==> src/rtl/axi_mem_if_hp_port_ctrl_pkg.sv <==
// Shared types and helpers for the HP port feeder.
// Request record, yield FSM states and address offset helper.
package axi_mem_if_hp_pkg;

    localparam int HP_DATA_WIDTH     = 64;
    localparam int HP_BE_WIDTH       = HP_DATA_WIDTH / 8;
    localparam int HP_MEM_ADDR_WIDTH = 13;

    typedef struct packed {
        logic                         wen;
        logic [HP_MEM_ADDR_WIDTH-1:0] addr;
        logic [HP_DATA_WIDTH-1:0]     wdata;
        logic [HP_BE_WIDTH-1:0]       be;
    } hp_req_t;

    typedef enum logic {
        ST_RUN   = 1'b0,
        ST_YIELD = 1'b1
    } hp_state_e;

    // Byte offset bits dropped when turning a byte address into a word address.
    function automatic int offset_bit(input int data_width);
        return $clog2(data_width) - 3;
    endfunction

endpackage

==> src/rtl/axi_mem_if_hp_port_ctrl_if.sv <==
// TCDM request side, LP status and HP memory lines of the HP feeder.
// master = core/DMA plus memory, slave = the feeder.
interface axi_mem_if_hp_port_ctrl_if #(
    parameter int ADDR_WIDTH     = 32,
    parameter int DATA_WIDTH     = 64,
    parameter int BE_WIDTH       = DATA_WIDTH / 8,
    parameter int MEM_ADDR_WIDTH = 13
);

    logic                      data_req_i;
    logic [ADDR_WIDTH-1:0]     data_add_i;
    logic                      data_wen_i;
    logic [DATA_WIDTH-1:0]     data_wdata_i;
    logic [BE_WIDTH-1:0]       data_be_i;
    logic                      data_gnt_o;
    logic                      data_r_valid_o;
    logic [DATA_WIDTH-1:0]     data_r_rdata_o;
    logic                      lp_pending_i;
    logic                      HP_cen_o;
    logic                      HP_wen_o;
    logic [MEM_ADDR_WIDTH-1:0] HP_addr_o;
    logic [DATA_WIDTH-1:0]     HP_wdata_o;
    logic [BE_WIDTH-1:0]       HP_be_o;
    logic [DATA_WIDTH-1:0]     HP_Q_i;
    logic                      busy_o;

    modport master (
        output data_req_i, data_add_i, data_wen_i, data_wdata_i, data_be_i,
        output lp_pending_i, HP_Q_i,
        input  data_gnt_o, data_r_valid_o, data_r_rdata_o,
        input  HP_cen_o, HP_wen_o, HP_addr_o, HP_wdata_o, HP_be_o, busy_o
    );

    modport slave (
        input  data_req_i, data_add_i, data_wen_i, data_wdata_i, data_be_i,
        input  lp_pending_i, HP_Q_i,
        output data_gnt_o, data_r_valid_o, data_r_rdata_o,
        output HP_cen_o, HP_wen_o, HP_addr_o, HP_wdata_o, HP_be_o, busy_o
    );

endinterface

==> src/rtl/axi_mem_if_hp_port_ctrl_fifo.sv <==
// Request FIFO for the HP feeder: wrap-bit pointers, head is
// combinational; pushes while full and pops while empty are ignored.
module hp_req_fifo
    import axi_mem_if_hp_pkg::*;
#(
    parameter int  DEPTH = 4,
    parameter type T     = hp_req_t
) (
    input  logic clk,
    input  logic rst_n,
    input  logic push,
    input  logic pop,
    input  T     din,
    output logic full,
    output logic empty,
    output T     head
);

    localparam int PTR_WIDTH = $clog2(DEPTH);

    T                   mem [DEPTH];
    logic [PTR_WIDTH:0] wr_ptr;
    logic [PTR_WIDTH:0] rd_ptr;
    logic               do_push;
    logic               do_pop;

    assign do_push = push && !full;
    assign do_pop  = pop && !empty;
    assign empty   = (wr_ptr == rd_ptr);
    assign full    = (wr_ptr[PTR_WIDTH] != rd_ptr[PTR_WIDTH]) &&
                     (wr_ptr[PTR_WIDTH-1:0] == rd_ptr[PTR_WIDTH-1:0]);
    assign head    = mem[rd_ptr[PTR_WIDTH-1:0]];

    always_ff @(posedge clk or negedge rst_n) begin
        if (!rst_n) begin
            wr_ptr <= '0;
            rd_ptr <= '0;
        end else begin
            if (do_push)
                wr_ptr <= wr_ptr + (PTR_WIDTH+1)'(1);
            if (do_pop)
                rd_ptr <= rd_ptr + (PTR_WIDTH+1)'(1);
        end
    end

    always_ff @(posedge clk or negedge rst_n) begin
        if (!rst_n) begin
            for (int i = 0; i < DEPTH; i++)
                mem[i] <= '0;
        end else if (do_push) begin
            mem[wr_ptr[PTR_WIDTH-1:0]] <= din;
        end
    end

endmodule

==> src/rtl/axi_mem_if_hp_port_ctrl.sv <==
// HP port feeder: buffers TCDM requests, drives the HP memory lines and
// inserts one idle cycle after a long burst while LP work is pending.
module axi_mem_if_hp_port_ctrl
    import axi_mem_if_hp_pkg::*;
#(
    parameter int ADDR_WIDTH     = 32,
    parameter int DATA_WIDTH     = 64,
    parameter int BE_WIDTH       = DATA_WIDTH / 8,
    parameter int MEM_ADDR_WIDTH = 13,
    parameter int FIFO_DEPTH     = 4,
    parameter int MAX_BURST      = 8
) (
    input logic ACLK,
    input logic ARESETn,
    axi_mem_if_hp_port_ctrl_if.slave bus
);

    localparam int OFFSET_BIT = offset_bit(DATA_WIDTH);
    localparam int CNT_WIDTH  = (MAX_BURST > 0) ? $clog2(MAX_BURST + 1) : 1;
    localparam logic [CNT_WIDTH-1:0] BURST_MAX = CNT_WIDTH'(MAX_BURST);
    localparam logic [CNT_WIDTH:0]   BURST_CMP = (CNT_WIDTH+1)'(MAX_BURST);

    typedef struct packed {
        logic                      wen;
        logic [MEM_ADDR_WIDTH-1:0] addr;
        logic [DATA_WIDTH-1:0]     wdata;
        logic [BE_WIDTH-1:0]       be;
    } req_t;

    req_t                 push_req;
    req_t                 head;
    logic                 push;
    logic                 full;
    logic                 empty;
    logic                 issue;
    logic                 yield_set;
    logic                 r_valid;
    logic [CNT_WIDTH-1:0] cnt;
    logic [CNT_WIDTH:0]   cnt_inc;
    hp_state_e            state;
    hp_state_e            state_next;
    logic                 unused_addr;

    assign push          = bus.data_req_i && !full;
    assign push_req.wen   = bus.data_wen_i;
    assign push_req.addr  = bus.data_add_i[OFFSET_BIT +: MEM_ADDR_WIDTH];
    assign push_req.wdata = bus.data_wdata_i;
    assign push_req.be    = bus.data_be_i;
    assign bus.data_gnt_o = !full;
    assign unused_addr    = ^bus.data_add_i;

    hp_req_fifo #(
        .DEPTH (FIFO_DEPTH),
        .T     (req_t)
    ) u_fifo (
        .clk   (ACLK),
        .rst_n (ARESETn),
        .push  (push),
        .pop   (issue),
        .din   (push_req),
        .full  (full),
        .empty (empty),
        .head  (head)
    );

    assign issue     = !empty && (state == ST_RUN);
    assign cnt_inc   = {1'b0, cnt} + (CNT_WIDTH+1)'(1);
    assign yield_set = issue && bus.lp_pending_i &&
                       (MAX_BURST != 0) && (cnt_inc == BURST_CMP);

    always_ff @(posedge ACLK or negedge ARESETn) begin
        if (!ARESETn)
            state <= ST_RUN;
        else
            state <= state_next;
    end

    always_comb begin
        state_next = state;
        unique case (state)
            ST_RUN:   if (yield_set) state_next = ST_YIELD;
            ST_YIELD: state_next = ST_RUN;
            default:  state_next = ST_RUN;
        endcase
    end

    // Any idle cycle, including the yield cycle itself, restarts the burst.
    always_ff @(posedge ACLK or negedge ARESETn) begin
        if (!ARESETn)
            cnt <= '0;
        else if (!issue)
            cnt <= '0;
        else if (cnt != BURST_MAX)
            cnt <= cnt_inc[CNT_WIDTH-1:0];
    end

    always_ff @(posedge ACLK or negedge ARESETn) begin
        if (!ARESETn)
            r_valid <= 1'b0;
        else
            r_valid <= issue;
    end

    always_comb begin
        bus.HP_cen_o   = 1'b1;
        bus.HP_wen_o   = 1'b1;
        bus.HP_addr_o  = '0;
        bus.HP_wdata_o = '0;
        bus.HP_be_o    = '0;
        if (issue) begin
            bus.HP_cen_o   = 1'b0;
            bus.HP_wen_o   = head.wen;
            bus.HP_addr_o  = head.addr;
            bus.HP_wdata_o = head.wdata;
            bus.HP_be_o    = head.be;
        end
    end

    assign bus.data_r_valid_o = r_valid;
    assign bus.data_r_rdata_o = bus.HP_Q_i;
    assign bus.busy_o         = !empty || r_valid;

endmodule

==> src/flat_wrapper.sv <==
// flat-port wrapper written by rule: the top's interface ports become plain ports
module axi_mem_if_hp_port_ctrl_flat import axi_mem_if_hp_pkg::*;
#(
    parameter int ADDR_WIDTH     = 32,
    parameter int DATA_WIDTH     = 64,
    parameter int BE_WIDTH       = DATA_WIDTH / 8,
    parameter int MEM_ADDR_WIDTH = 13,
    parameter int FIFO_DEPTH     = 4,
    parameter int MAX_BURST      = 8
)
  (ACLK, ARESETn, bus_data_req_i, bus_data_add_i, bus_data_wen_i, bus_data_wdata_i, bus_data_be_i, bus_lp_pending_i, bus_HP_Q_i, bus_data_gnt_o, bus_data_r_valid_o, bus_data_r_rdata_o, bus_HP_cen_o, bus_HP_wen_o, bus_HP_addr_o, bus_HP_wdata_o, bus_HP_be_o, bus_busy_o);
  axi_mem_if_hp_port_ctrl_if #(.ADDR_WIDTH(ADDR_WIDTH), .DATA_WIDTH(DATA_WIDTH), .BE_WIDTH(BE_WIDTH), .MEM_ADDR_WIDTH(MEM_ADDR_WIDTH)) bus_i ();
  input logic ACLK;
  input logic ARESETn;
  input wire logic [$bits(bus_i.data_req_i)-1:0] bus_data_req_i;
  input wire logic [$bits(bus_i.data_add_i)-1:0] bus_data_add_i;
  input wire logic [$bits(bus_i.data_wen_i)-1:0] bus_data_wen_i;
  input wire logic [$bits(bus_i.data_wdata_i)-1:0] bus_data_wdata_i;
  input wire logic [$bits(bus_i.data_be_i)-1:0] bus_data_be_i;
  input wire logic [$bits(bus_i.lp_pending_i)-1:0] bus_lp_pending_i;
  input wire logic [$bits(bus_i.HP_Q_i)-1:0] bus_HP_Q_i;
  output wire logic [$bits(bus_i.data_gnt_o)-1:0] bus_data_gnt_o;
  output wire logic [$bits(bus_i.data_r_valid_o)-1:0] bus_data_r_valid_o;
  output wire logic [$bits(bus_i.data_r_rdata_o)-1:0] bus_data_r_rdata_o;
  output wire logic [$bits(bus_i.HP_cen_o)-1:0] bus_HP_cen_o;
  output wire logic [$bits(bus_i.HP_wen_o)-1:0] bus_HP_wen_o;
  output wire logic [$bits(bus_i.HP_addr_o)-1:0] bus_HP_addr_o;
  output wire logic [$bits(bus_i.HP_wdata_o)-1:0] bus_HP_wdata_o;
  output wire logic [$bits(bus_i.HP_be_o)-1:0] bus_HP_be_o;
  output wire logic [$bits(bus_i.busy_o)-1:0] bus_busy_o;
  assign bus_i.data_req_i = bus_data_req_i;
  assign bus_i.data_add_i = bus_data_add_i;
  assign bus_i.data_wen_i = bus_data_wen_i;
  assign bus_i.data_wdata_i = bus_data_wdata_i;
  assign bus_i.data_be_i = bus_data_be_i;
  assign bus_i.lp_pending_i = bus_lp_pending_i;
  assign bus_i.HP_Q_i = bus_HP_Q_i;
  assign bus_data_gnt_o = bus_i.data_gnt_o;
  assign bus_data_r_valid_o = bus_i.data_r_valid_o;
  assign bus_data_r_rdata_o = bus_i.data_r_rdata_o;
  assign bus_HP_cen_o = bus_i.HP_cen_o;
  assign bus_HP_wen_o = bus_i.HP_wen_o;
  assign bus_HP_addr_o = bus_i.HP_addr_o;
  assign bus_HP_wdata_o = bus_i.HP_wdata_o;
  assign bus_HP_be_o = bus_i.HP_be_o;
  assign bus_busy_o = bus_i.busy_o;
  axi_mem_if_hp_port_ctrl #(.ADDR_WIDTH(ADDR_WIDTH), .DATA_WIDTH(DATA_WIDTH), .BE_WIDTH(BE_WIDTH), .MEM_ADDR_WIDTH(MEM_ADDR_WIDTH), .FIFO_DEPTH(FIFO_DEPTH), .MAX_BURST(MAX_BURST)) u_core (.ACLK(ACLK), .ARESETn(ARESETn), .bus(bus_i));
endmodule
==> config.mk <==
export PLATFORM = sky130hd
export DESIGN_NAME = axi_mem_if_hp_port_ctrl_flat
export DESIGN_NICKNAME = d
export VERILOG_FILES = /design/src/rtl/axi_mem_if_hp_port_ctrl_pkg.sv /design/src/rtl/axi_mem_if_hp_port_ctrl_if.sv /design/src/rtl/axi_mem_if_hp_port_ctrl_fifo.sv /design/src/rtl/axi_mem_if_hp_port_ctrl.sv /design/src/flat_wrapper.sv
export SDC_FILE = /design/constraint.sdc
export NUM_CORES = 1
export LEC_CHECK = 0
export CAP_MARGIN = 15
export CORE_ASPECT_RATIO = 0.5
export CORE_MARGIN = 5
export CORE_UTILIZATION = 25
export CTS_CLUSTER_DIAMETER = 30
export DETAILED_ROUTE_END_ITERATION = 12
export GPL_TIMING_DRIVEN = 0
export REMOVE_ABC_BUFFERS = 1
export SLEW_MARGIN = 20
export SYNTH_ARGS = -nofsm -noshare
export SYNTH_HDL_FRONTEND = slang
export SYNTH_SLANG_ARGS = --single-unit
==> constraint.sdc <==
create_clock -name ACLK -period 2.6 [get_ports ACLK]
set_input_delay 0.26 -clock ACLK [delete_from_list [all_inputs] [get_ports ACLK]]
set_output_delay 0.26 -clock ACLK [all_outputs]
set_load 0.02 [all_outputs]
==> impl_metrics.tcl <==
set metrics [dict create \
    status "finished with violations" \
    violations "setup timing" \
    grt_usage_pct 13.1 \
    cts_max_level 3 \
    fmax_mhz 360 \
    ys_seq_elements 356 \
    period_share_pct 107 \
    yosysWarnings 0 \
    min_path_type "primary input to asynchronous set/reset pin" \
    finalHoldViolCount 0 \
    first_pass_iters 4 \
    p_leak_nw 9.75 \
    fin_nets 1461 \
    grt_max_degree 94 \
    syn2layout_area_growth_pct 42.1 \
    numCtsBuffers 79 \
    die_y_um 192 \
    synth_cells 1054 \
    clock-sinks 356 \
    critical_path_class "flop to output port" \
    die_w_um 373 \
    hold_ws_ps 225 \
    cts_tree "yes" \
    cts_buffer_depth 3 \
    drive_gt1_share_pct 51.0 \
    overflow 0 \
    core_um2 65200 \
    clk_pin_slew_ps 50 \
    avgSynthCellArea_um2 15.7 \
    crit_required_ps 2340 \
    worstMarginPinSlew_ps 549 \
    finalSetupViolations 99 \
    clkLatencyLatePin_ps 600 \
    start_kind "flop" \
    num_vias 9926 \
    dp_cells 2023 \
    io_buffers 179 \
    final_cells 2231 \
    drc 0 \
    finalPower_mw 41.4 \
    worst_slack_ps -177 \
    wire_per_inst_um 21.8 \
    ys_types 31 \
    synth-seq-area-share_pct 54.0 \
    drt-initial-drc-count 524 \
    synth_area_um2 16500 \
    fin_worst_skew_ps 23.7 \
    timing.final.crit_period_ps 2780 \
    wl_um 48700 \
    vdd_drop_max_mv 0.589 \
    cts-root-buf "clkbuf_16" \
    via_per_inst 4.45 \
    crit_fanout 5 \
    report.final.slew_viol_count 0 \
    place_congestion 0.700 \
    maxCapViolCount 0 \
    grt_first_pass_wirelength_um 71000 \
    dp_hpwl_um 29300 \
    end_kind "output port" \
    p_per_area_nw_per_um2 1760 \
    rows 66 \
    start_util_pct 25.3 \
    setup_tns_ps -10960 \
    antenna_found_initial 5 \
    crit_arrival_ps 2520 \
    ioPinCount 327 \
    rsz0062_at_grt "yes" \
    ant_nets 0 \
    dieArea_um2 71600 \
    grt_pass1_vias 10700 \
    nFillCells 6127 \
    relSlewSlack_pct 63.2 \
]
[flip-flops by register name (all words and copies together), names as in the netlist]
name / cells
u_core.u_fifo.wr_ptr: 3
u_core.cnt: 4
u_core.u_fifo.mem: 344
u_core.bus.data_r_valid_o: 1
u_core.u_fifo.rd_ptr: 3
u_core.state: 1
[cell type report]
| cell class | instances | area [µm²] | area share, % |
|---|---|---|---|
| diodes | 5 | 12.5 | 0.0533 |
| well taps | 884 | 1110 | 4.72 |
| flip-flops and latches | 356 | 8920 | 38.0 |
| clock inverters | 50 | 616 | 2.62 |
| repair inverters | 6 | 75.1 | 0.320 |
| multi-input cells | 563 | 7050 | 30.1 |
| inverters | 6 | 48.8 | 0.208 |
| repair buffers | 268 | 3490 | 14.9 |
| clock buffers | 93 | 2140 | 9.13 |
[power breakdown]
group	leakage, nW	internal, mW	total, mW	switching [mW]
clock network	1.33	6.99	10.2	3.25
registers	4.22	8.45	9.87	1.42
logic	4.21	12.1	21.3	9.13
total	9.75	27.6	41.4	13.8
[synth_stat cells]
cell type / number / area, µm²
buf_4: 77 / 578
and2_1: 85 / 532
xor2_1: 5 / 43.8
ha_1: 8 / 100
nand2b_1: 1 / 6.26
mux4_2: 86 / 1940
nor3_1: 1 / 5.00
inv_2: 1 / 3.75
and3_1: 1 / 6.26
nand3_1: 2 / 10.0
nand3b_1: 1 / 7.51
buf_6: 1 / 11.3
xor2_4: 1 / 27.5
buf_2: 29 / 145
mux2_1: 150 / 1690
o211ai_1: 1 / 7.51
o31ai_1: 1 / 7.51
nand2_1: 4 / 15.0
dfrtp_1: 356 / 8910
buf_1: 6 / 22.5
or4_1: 1 / 7.51
inv_1: 5 / 18.8
nor2_1: 4 / 15.0
clkbuf_1: 16 / 60.1
mux2_2: 196 / 2210
xnor2_1: 7 / 61.3
and3b_1: 1 / 8.76
o31ai_4: 1 / 21.3
a31oi_1: 4 / 25.0
o311ai_0: 1 / 8.76
mux2i_1: 1 / 10.0
[worst paths after layout]
kind | from | endpoint | slack (ps) | depth (start not counted)
min | ARESETn | u_core.u_fifo.mem[191] | 230 | 2
max reg2reg | u_core.u_fifo.rd_ptr[1] | u_core.u_fifo.mem[236] | -40 | 8
min reg2reg | u_core.u_fifo.mem[160] | u_core.u_fifo.mem[160] | 480 | 1
max in group asynchronous | ARESETn | u_core.u_fifo.mem[310] | 1170 | 4
max | u_core.u_fifo.rd_ptr[0] | bus_HP_addr_o[10] | -180 | 7
min in group ACLK | bus_lp_pending_i | u_core.state | 330 | 3
[per-layer routing]
layer | up-vias | routed length (µm) | track usage (%)
met5 | - | 233 | 2.49
met2 | 257 | 23700 | 21.4
met1 | 5297 | 20200 | 15.7
li1 | 4278 | - | -
met3 | 86 | 3340 | 5.11
met4 | 8 | 1180 | 4.45
[critical path, cell delays in order (launching register included)]
cell       delay [ps]
dfrtp_4           510
buf_16            150
xor2_4            180
o31ai_4           340
bufinv_16         250
clkbuf_16         190
and2_4            150
buf_6             130
[metrics by stage]
step / setup slack [ps] / area (µm²) / utilization [%]
floorplan: -6770 / 15700 / -
global placement: -15080 / 18600 / 28.5
detailed placement: -776 / 19600 / 30.0
CTS: -208 / 23000 / 35.3
global route: -253 / 23500 / 36.0
finish: -177 / 23500 / 36.0
[placed cells by master (no fill, tap or decap), types with 13 or more instances in the layout]
cell type	netlist	final
clkbuf_16	0	87
buf_16	0	32
and2_4	0	67
and2_1	85	18
clkdlybuf4s50_1	0	89
mux2_2	196	196
inv_6	0	13
dfrtp_1	356	354
mux2_1	150	150
mux4_2	86	86
buf_6	1	84
buf_4	77	28
[timing repair]
item,in CTS,in global routing
pin swaps,6,2
gates cloned,11,9
endpoints found under the setup margin,402,119
setup buffers,26,14
hold buffers,1,0
resized for setup,549,94
hold endpoints to repair,59,0
[kinds of logic (layout without fill, tap and decap cells)]
kind of cell	after synthesis	count (layout)	share of synthesized area (%)
AND/OR/NAND/NOR	101	101	3.71
multiplexers	433	433	35.4
buffers and inverters	135	423	5.09
XOR/XNOR	13	13	0.803
flip-flops	356	356	54.0
adder cells (fa/ha/maj)	8	8	0.606
AO/OA/AOI/OAI	8	8	0.424
other	0	5	0
(Power assumes the default switching activity.)
